===== src/rtl/cache_block_fetcher_pkg.sv =====
// Shared types, constants and the byte-lane mapping for the cache block fetcher.
package cache_pkg;

    typedef enum logic [1:0] {IDLE, FETCH, LOAD, DONE} fetch_state_t;

    localparam int BLOCK_BYTES       = 16;
    localparam int WORDS_PER_BLOCK   = 4;
    localparam int WORD_OFFSET_BITS  = 2;
    localparam int BLOCK_OFFSET_BITS = 4;

    // Memory words are big-endian (lowest address in [31:24]) while the block
    // keeps byte k at [8k+7:8k], so each word is byte-reversed into its lane.
    function automatic logic [127:0] place_word(input logic [1:0]  idx,
                                                input logic [31:0] word);
        logic [127:0] lanes;
        lanes = {96'b0, word[7:0], word[15:8], word[23:16], word[31:24]};
        return lanes << {idx, 5'b0};
    endfunction

endpackage


===== src/rtl/cache_block_fetcher_block_assembler.sv =====
// 128-bit block buffer with a per-word write port and a synchronous clear.
module block_assembler
    import cache_pkg::*;
(
    input  logic         clk,
    input  logic         rst,
    input  logic         clr,
    input  logic         we,
    input  logic [1:0]   idx,
    input  logic [31:0]  wdata,
    output logic [127:0] block
);

    always_ff @(posedge clk or posedge rst) begin
        if (rst) begin
            block <= '0;
        end else if (clr) begin
            block <= '0;
        end else if (we) begin
            block <= (block & ~place_word(idx, 32'hFFFF_FFFF)) | place_word(idx, wdata);
        end
    end

endmodule


===== src/rtl/cache_block_fetcher.sv =====
// Cache miss block fetcher: four word reads, assemble, load into the cache array.
// Optional CRITICAL_WORD_FIRST_EN starts at the missed word and reports it early.
module cache_block_fetcher
    import cache_pkg::*;
#(
    parameter int MEM_ADDR_WIDTH   = 10,
    parameter int CACHE_ADDR_WIDTH = 9,
    parameter int DATA_WIDTH       = 32
)
(
    input  logic                        clk,
    input  logic                        rst,
    input  logic                        miss_req,
    input  logic [MEM_ADDR_WIDTH-1:0]   miss_addr,
    output logic                        busy,
    output logic                        done,
    output logic                        mem_rd,
    output logic [MEM_ADDR_WIDTH-1:0]   mem_addr,
    input  logic [DATA_WIDTH-1:0]       mem_rdata,
    input  logic                        mem_ready,
    output logic                        load_block,
    output logic [CACHE_ADDR_WIDTH-1:0] cache_addr,
    output logic [127:0]                block_out,
`ifdef CRITICAL_WORD_FIRST_EN
    output logic                        crit_valid,
    output logic [DATA_WIDTH-1:0]       crit_word,
`endif
    input  logic                        finish_writing_block
);

    fetch_state_t state, state_nx;
    logic [MEM_ADDR_WIDTH-1:0]   base;
    logic [WORD_OFFSET_BITS-1:0] k;
    logic [WORD_OFFSET_BITS-1:0] word_idx;
    logic accept, word_we, last_word;

    assign accept    = (state == IDLE) && miss_req;
    assign word_we   = (state == FETCH) && mem_ready;
    assign last_word = (k == WORD_OFFSET_BITS'(WORDS_PER_BLOCK - 1));

    always_ff @(posedge clk or posedge rst) begin
        if (rst) state <= IDLE;
        else     state <= state_nx;
    end

    // k counts words fetched; word_idx is the block word currently requested.
    always_ff @(posedge clk or posedge rst) begin
        if (rst) begin
            base <= '0;
            k    <= '0;
        end else if (accept) begin
            base <= miss_addr & ~MEM_ADDR_WIDTH'(BLOCK_BYTES - 1);
            k    <= '0;
        end else if (word_we) begin
            k <= k + 1'b1;
        end
    end

`ifdef CRITICAL_WORD_FIRST_EN
    logic [WORD_OFFSET_BITS-1:0] w0;

    always_ff @(posedge clk or posedge rst) begin
        if (rst) begin
            w0         <= '0;
            crit_valid <= 1'b0;
            crit_word  <= '0;
        end else begin
            if (accept) w0 <= miss_addr[BLOCK_OFFSET_BITS-1:WORD_OFFSET_BITS];
            crit_valid <= word_we && (k == '0);
            if (word_we && (k == '0)) crit_word <= mem_rdata;
        end
    end

    assign word_idx = w0 + k;
`else
    assign word_idx = k;
`endif

    always_comb begin
        state_nx   = state;
        busy       = 1'b0;
        done       = 1'b0;
        mem_rd     = 1'b0;
        mem_addr   = '0;
        load_block = 1'b0;
        case (state)
            IDLE: begin
                if (miss_req) state_nx = FETCH;
            end
            FETCH: begin
                busy     = 1'b1;
                mem_rd   = 1'b1;
                mem_addr = base + MEM_ADDR_WIDTH'({word_idx, {WORD_OFFSET_BITS{1'b0}}});
                if (mem_ready && last_word) state_nx = LOAD;
            end
            LOAD: begin
                busy       = 1'b1;
                load_block = 1'b1;
                if (finish_writing_block) state_nx = DONE;
            end
            DONE: begin
                busy     = 1'b1;
                done     = 1'b1;
                state_nx = IDLE;
            end
            default: state_nx = IDLE;
        endcase
    end

    assign cache_addr = base[CACHE_ADDR_WIDTH-1:0];

    block_assembler u_asm (
        .clk   (clk),
        .rst   (rst),
        .clr   (accept),
        .we    (word_we),
        .idx   (word_idx),
        .wdata (mem_rdata),
        .block (block_out)
    );

endmodule


===== config.mk =====
export PLATFORM = sky130hd
export DESIGN_NAME = cache_block_fetcher
export DESIGN_NICKNAME = d
export VERILOG_FILES = /design/src/rtl/cache_block_fetcher_pkg.sv /design/src/rtl/cache_block_fetcher_block_assembler.sv /design/src/rtl/cache_block_fetcher.sv
export SDC_FILE = /design/constraint.sdc
export NUM_CORES = 1
export LEC_CHECK = 0
export CAP_MARGIN = 20
export CORE_ASPECT_RATIO = 0.7
export CORE_UTILIZATION = 37
export CTS_CLUSTER_SIZE = 16
export DETAILED_ROUTE_END_ITERATION = 10
export GPL_ROUTABILITY_DRIVEN = 0
export PLACE_DENSITY = 0.82
export SLEW_MARGIN = 10
export SYNTH_ARGS = -nofsm -noshare
export SYNTH_HDL_FRONTEND = slang
export SYNTH_SLANG_ARGS = --single-unit

===== constraint.sdc =====
create_clock -name clk -period 4.14 [get_ports clk]
set_input_delay 0.621 -clock clk [delete_from_list [all_inputs] [get_ports clk]]
set_output_delay 0.621 -clock clk [all_outputs]
set_load 0.01 [all_outputs]

==> run summary, run 1 <==
The number of cells on the worst reg-to-reg path is 6. The total of max-cap violations was 0; the cell count of the worst hold path was 1. STA puts the critical path data required time at 3.52 ns. For this design the top-level I/O count stands at 198. The register bit count reported by yosys works out to 138. The minimum hold slack is 0.499 ns, and the synthesized area divided by synthesized cell count is 14.7 um2. The final net count was 607. For the total placed instance area, the log shows 7330 um2.

The path type of the worst setup path was register to output pin. For the starting utilization of the core area, the log shows 38.0%. For this design the static power due to leakage is 3.57 nW. Cells fill 56.7% of the core in the end. For this design, the slowest cell found on the critical path is ha_1. The die covers 14900 um2. The total count of hold-check failures in the final report is 0.

For the final count of pins violating max slew, the log shows 0. The final wirelength is 15.4 mm. The post-route clock skew was 0.00908 ns; the final worst slack was 1.22 ns.

The root buffer cell is clkbuf_16. The die boundary width is 145 um. Detailed placement ended at an HPWL of 10.4 mm.

Row generation in the floorplan step produced 36 rows. Entering global routing, the biggest net connects 70 pins. In this run the worst hold path is classified as register to register.

The tools report the final setup TNS as 0 ns. The run gives 4190 as the via count of the first global-routing pass. STA classifies the critical path endpoint as an output pin. At the pin with the least slew margin, the transition time is 1.04 ns. The run gives 14000 um2 as the core region area. Highest fanout seen on the critical path: 16.

The power density of the placed cells came out at 765 nW/um2. For this design, the sink count on the clock tree is 138. The number of cells upsized or downsized after cts is 0, and the number of input and output port buffers inserted is 187. Summing all flip-flop and latch instances after layout gives 3450 um2.

The routed layout has 4074 vias. The finished cells cover 7940 um2. The routed via count divided by cell count came out at 5.40.

The logs give 0 for the number of antenna violations at the first check in global routing and 1.22 ns for the worst setup timing slack at the placement stage. Among cell families on the critical path, the largest total delay comes from buffers and inverters. The largest vdd supply drop was 0.485 mV.

The tools report the number of hold buffers added after cts as 0. STA puts the critical path data arrival time at 2.30 ns. Dividing the detail-routed wire length by the instance count gives 20.4 um.

The share of the clock period used by the worst path came out at 70.5%. The filler cells instantiated in the layout total 1089. TritonCTS built the clock tree.

The number of design-rule violations left by the first detailed-router iteration came out at 202. Counting along the longest clock path gives a buffer depth of 2. From bottom edge to top edge, the die measures 102 um. The instance count of the mapped netlist came out at 363. The area growth from synthesis to layout was 49.0%; the Yosys warning count was 0. The run gives 4 as the H-tree depth. In the routed design, unresolved DRC markers number 0. The critical path depth in cells was 4. The run finished with clean final reports. The maximum cell stage delay along the critical path is 0.58 ns. The setup-violating endpoint count in the final report was 0. Excluding fillers, the count of instances in the completed layout stands at 754.

Leaving out fill and tap cells, the most frequent cells in the layout are 187 x clkdlybuf4s50_1, 138 x dfrtp_1, 124 x a22o_1. The global-route wire length before repair was 24.3 mm; the synthesized cell area was 5330 um2. The library cell used most frequently in the layout, excluding fill and tap cells, is clkdlybuf4s50_1.

The number of antenna diodes in the final layout is 0. For the number of buffers inserted by post-CTS setup repair, the log shows 0. The logs give 21.8% for the total routing usage reported by global routing and 6.08 mW for the sum of internal, switching and leakage power. Setup repair after global routing left no endpoint under its margin. After clock tree synthesis, the clock-pin slew on the worst setup and hold paths is 0.06 ns. Before antenna repair, the detailed router went through 5 iterations. The count of buffering cells on the critical path with inverters included is 2. The headroom to the max-slew limit was 30.6%. Buffers inserted during clock tree synthesis total 17. In the final layout, the share of cells above drive strength 1 is 11.2%. The critical path goes through inv_1 > ha_1 > and2_1 > clkdlybuf4s50_1. After global routing the overflow that remains totals 0. Area occupied by multi-input gates: 1620 um2. The worst setup path is launched from a register. After detailed placement, the design holds a cell count of 721.

The insertion delay of the later-clocked pin in the worst-skew pair was 0.41 ns; the number of nets with antenna violations after routing was 0. For the maximum clock frequency, the log shows 0.343 GHz. The proportion of synthesized chip area in sequential cells came out at 64.8%. The distinct cell type count of the synthesized netlist is 28, and the post-route minimum period is 2.92 ns.
[cells by family after synthesis]
logic type,after synthesis,share of synthesized area (%)
xor+xnor,1,0.164
flops,138,64.8
simple gates,27,3.71
compound gates,134,21.8
other cells,1,0.0704
fa+ha+maj,9,2.11
mux,8,1.67
buf+inv,45,5.64
[report_power, final]
group | switching, mW | leakage (nW) | internal, mW
combinational | 1.04 | 1.42 | 1.36
sequential | 0.343 | 1.87 | 1.84
clock | 0.589 | 0.278 | 0.910
[routing by layer]
| metal | track usage (%) | vias up | routed length, um |
|---|---|---|---|
| li1 | - | 1739 | - |
| met5 | 0 | - | 0 |
| met1 | 27.9 | 2112 | 6540 |
| met3 | 6.88 | 8 | 1260 |
| met2 | 36.1 | 215 | 7470 |
| met4 | 5.91 | 0 | 127 |
[cells in the mapped netlist]
| cell type | n | share of area (%) |
|---|---|---|
| and2_4 | 1 | 0.16 |
| nand2b_1 | 2 | 0.23 |
| o31ai_2 | 1 | 0.23 |
| nand2_2 | 1 | 0.12 |
| nand3_1 | 1 | 0.094 |
| mux2_2 | 6 | 1.3 |
| mux2i_1 | 1 | 0.19 |
| and2_1 | 8 | 0.94 |
| a21oi_1 | 1 | 0.094 |
| conb_1 | 1 | 0.070 |
| nor2_1 | 2 | 0.14 |
| a32oi_1 | 4 | 0.66 |
| buf_8 | 1 | 0.28 |
| buf_4 | 14 | 2.0 |
| nor3_4 | 3 | 0.92 |
| or3b_4 | 1 | 0.21 |
| nor4_4 | 1 | 0.40 |
| a22o_1 | 124 | 20 |
| inv_1 | 8 | 0.56 |
| o21ai_1 | 3 | 0.28 |
| dfrtp_1 | 138 | 65 |
| mux2_1 | 1 | 0.21 |
| a222oi_1 | 1 | 0.19 |
| nand2_1 | 7 | 0.49 |
| clkbuf_1 | 13 | 0.92 |
| ha_1 | 9 | 2.1 |
| buf_6 | 9 | 1.9 |
| xnor2_1 | 1 | 0.16 |
[cell type report]
type,count,area share [%]
sequential,138,43.5
timing repair buffer,201,25.2
multi-input combinational,185,20.5
clock buffer,20,5.63
tap,190,2.99
clock inverter,12,1.77
inverter,8,0.426
[path summary, 6_finish.rpt]
| path | start | end | slack, ns |
|---|---|---|---|
| worst max-delay path | state[1] | mem_addr[9] | 1.22 |
| worst min-delay path | u_asm.block[100] | u_asm.block[100] | 0.50 |
| worst max register to register | state[1] | u_asm.block[56] | 1.34 |
| worst min register to register | u_asm.block[100] | u_asm.block[100] | 0.50 |
| max in group asynchronous | rst | u_asm.block[43] | 2.72 |
| min in group asynchronous | rst | base[7] | 0.51 |
[flip-flops by register name (all words and copies together), names as in the netlist]
name / cells
u_asm.block: 128
state: 2
k: 2
base: 6
[worst register-to-register path, stage by stage, from the launching register on]
cell	delay (ns)
dfrtp_1	0.42
inv_1	0.12
ha_1	0.58
nand2_2	0.32
nor3_4	0.73
buf_4	0.37
a22o_1	0.20
Note: power is estimated with default switching activity, not from simulation.
==> run 2: changes to the inputs <==
--- a/config.mk
+++ b/config.mk
@@ -11,7 +11,7 @@
 export CTS_CLUSTER_SIZE = 16
 export DETAILED_ROUTE_END_ITERATION = 10
 export GPL_ROUTABILITY_DRIVEN = 0
-export PLACE_DENSITY = 0.82
+export PLACE_DENSITY = 0.8
 export SLEW_MARGIN = 10
 export SYNTH_ARGS = -nofsm -noshare
 export SYNTH_HDL_FRONTEND = slang
==> constraint.sdc (replaced) <==
create_clock -name clk -period 2.97 [get_ports clk]
set_input_delay 0.4455 -clock clk [delete_from_list [all_inputs] [get_ports clk]]
set_output_delay 0.4455 -clock clk [all_outputs]
set_load 0.01 [all_outputs]
==> run 2 against run 1 <==
Utilization increased by 0.54 points. Die area unchanged. Sequential share of layout area decreased by 0.41 points. Wire length decreased by 1.1%. Clock skew decreased by 0.00096 ns. Combinational power increased by 41%. Cell count increased by 0.53%. Non-clock buffer count increased by 5. First-iteration DRC count decreased by 17%. Global-route usage decreased by 0.65 points.
==> run summary, run 2 (synthesized netlist as in run 1, its figures left out) <==
The run finished with clean final reports. VDD sags by at most 0.512 mV. STA classifies the critical path endpoint as a register. The highest fanout seen on the critical path came out at 17. Worst hold-check path type: primary input to asynchronous set/reset pin. The floorplan step defined a die boundary enclosing 14900 um2. The run gives 0 as the antenna diode count. The via count of the first global-routing pass was 4175. Once the clock tree was built, the setup fixing pass inserted 0 buffers.

The area occupied by multi-input gates was 1620 um2. The tools report the origin of the critical flop-to-flop path as state[0]. The first global-routing pass estimated 23.8 mm of wire.

The final setup TNS came out at 0 ns. The tools report the number of core rows as 36. The path type of the worst setup path is register to register. From left edge to right edge, the die measures 145 um. The total count of hold-check failures in the final report came out at 0. The library cell used most frequently in the layout, excluding fill and tap cells, is clkdlybuf4s50_1. Number of cells upsized or downsized after cts: 0.

CTS placed an instance of clkbuf_16 at the clock tree root. Critical path depth in cells: 6. The number of antenna violations at the first check in global routing is 0, and the leakage power summed over all cells is 3.61 nW.

For the finished layout, the period the worst path requires is 2.57 ns. The run gives 612 as the final net count. Setup repair after global routing left no endpoint under its margin. Clock latency on the worst-skew pair, taken at its later pin, is 0.40 ns. The tools report the final count of pins violating max slew as 0. Based on the critical path, the design can be clocked at up to 0.389 GHz. Measured against its own limit, the worst slew margin works out to 35.3%. For this block, the initial DRC count from the detailed router was 167.

For this design, the sink count on the clock tree is 138. STA classifies the critical path startpoint as a register. The H-tree depth is 4, and the number of nets with antenna violations after routing is 0. Across the run, the number of max-cap violations was 0.

Across the whole layout, storage elements account for 3450 um2. During I/O placement, the number of pins put on the boundary was 198. After global routing the overflow that remains totals 0.

The area growth from synthesis to layout is 50.4%, and the worst reg2reg path depth is 6. For the pin with the worst max-slew slack, the measured transition is 0.963 ns. The initial utilization of the core area, before any placement, comes to 38.0%.

Hold repair after CTS inserted 0 buffers. The flip-flop count of the largest register after layout was 128; the fraction of final layout cells sized beyond drive strength 1 was 12.0%. For the worst setup path, the data arrival time is 2.90 ns.

Clock-pin slew was measured on the worst setup and hold paths at 0.06 ns. The layout has 1089 filler cells. For this design, the slowest cell found on the critical path is nor4_4. The count of unresolved DRC violations after routing is 0. TritonCTS built the clock tree. The clock tree buffer depth was 2; the power density of the placed cells was 1070 nW/um2.

The maximum cell stage delay along the critical path is 0.81 ns, and the detailed placement HPWL is 10.2 mm. The count of buffering cells on the critical path with inverters included works out to 2. u_asm.block holds more flip-flops than any other register. In this design, the largest share of critical-path delay is due to simple AND/OR/NAND/NOR gates.

The clock arrives with 0.00812 ns of skew. The first detailed-routing pass ran for 7 iterations. The tools report the destination of the worst register-to-register timing path as u_asm.block[11].

The run gives 21.1% as the total routing usage reported by global routing. In the layout the commonest cells are 187 x clkdlybuf4s50_1, 138 x dfrtp_1, 124 x a22o_1. In this run, CTS created clock tree buffers numbering 17.

The average detailed-routed wire length per instance was 20.1 um; the setup-violating endpoint count in the final report was 0. The signal on the critical path passes through inv_1 > ha_1 > and2_4 > nor4_4 > buf_4 > a22o_1. The total area inside the core boundary comes to 14000 um2.

The largest registers in the layout are u_asm.block (128), base (6). At the worst endpoint, the required time is 3.30 ns. Entering global routing, the biggest net connects 65 pins. For the utilization after layout, the log shows 57.2%. The number of input and output port buffers inserted came out at 187. The final route contains 4026 vias. In this run the vertical extent of the chip is 102 um. For this block, the routed nets add up to 15.2 mm of wire.

The routed via count divided by cell count is 5.31, and the share of the clock period used by the worst path is 86.5%. The minimum setup slack among reg-to-reg paths was 0.40 ns.
-- run 2: cell count changes in the layout (fill, tap and decap cells not counted) --
cell and delta:
buf_12 +2, buf_4 +3, bufinv_16 +1, clkbuf_1 -1
clkbuf_8 -1, clkinvlp_4 +1, inv_6 -2, inv_8 +1
-- run 2: worst max path at each step --
| stage | from | to | slack [ns] |
|---|---|---|---|
| global placement | miss_req | u_asm.block[14] | 0.46 |
| detailed placement | miss_req | u_asm.block[2] | 0.33 |
| finish | state[0] | u_asm.block[11] | 0.40 |
| floorplan | rst | base[4] | 0.80 |
| CTS | state[0] | u_asm.block[11] | 0.36 |
| global route | state[0] | u_asm.block[11] | 0.19 |
-- run 2: metal layers --
layer | wire [um] | track usage (%)
met4 | 39 | 4.45
met5 | 0 | 0
met3 | 1340 | 5.98
met1 | 6570 | 27.9
met2 | 7280 | 35.1
-- run 2: stage by stage --
stage | cells | power, mW | worst slack, ns | hold WS (ns) | instance area, um2
4_1_cts | 758 | 8.64 | 0.363 | 0.451 | 8010
5_1_grt | 758 | 8.99 | 0.191 | 0.495 | 8010
3_5_place_dp | 727 | 6.44 | 0.328 | 0.480 | 7410
2_1_floorplan | 368 | 4.49 | 0.803 | 0.473 | 5350
3_3_place_gp | 727 | 6.32 | 0.458 | 0.475 | 7410
6_report | 758 | 8.57 | 0.400 | 0.450 | 8010
-- run 2: layout make-up --
type                            count  area share, %
Clock buffer                       18           5.36
Clock inverter                     13           2.14
Inverter                            8          0.422
Sequential cell                   138           43.1
Timing Repair Buffer              206           25.8
Tap cell                          190           2.97
Multi-Input combinational cell    185           20.3
-- run 2: worst register-to-register path, stage by stage, from the launching register on --
cell	delay (ns)
dfrtp_1	0.39
inv_1	0.11
ha_1	0.33
and2_4	0.27
nor4_4	0.82
buf_4	0.39
a22o_1	0.20
-- run 2: power breakdown --
part	internal, mW	switching [mW]
sequential	2.56	0.470
clock	1.33	0.822
combinational	1.93	1.46
total	5.82	2.76
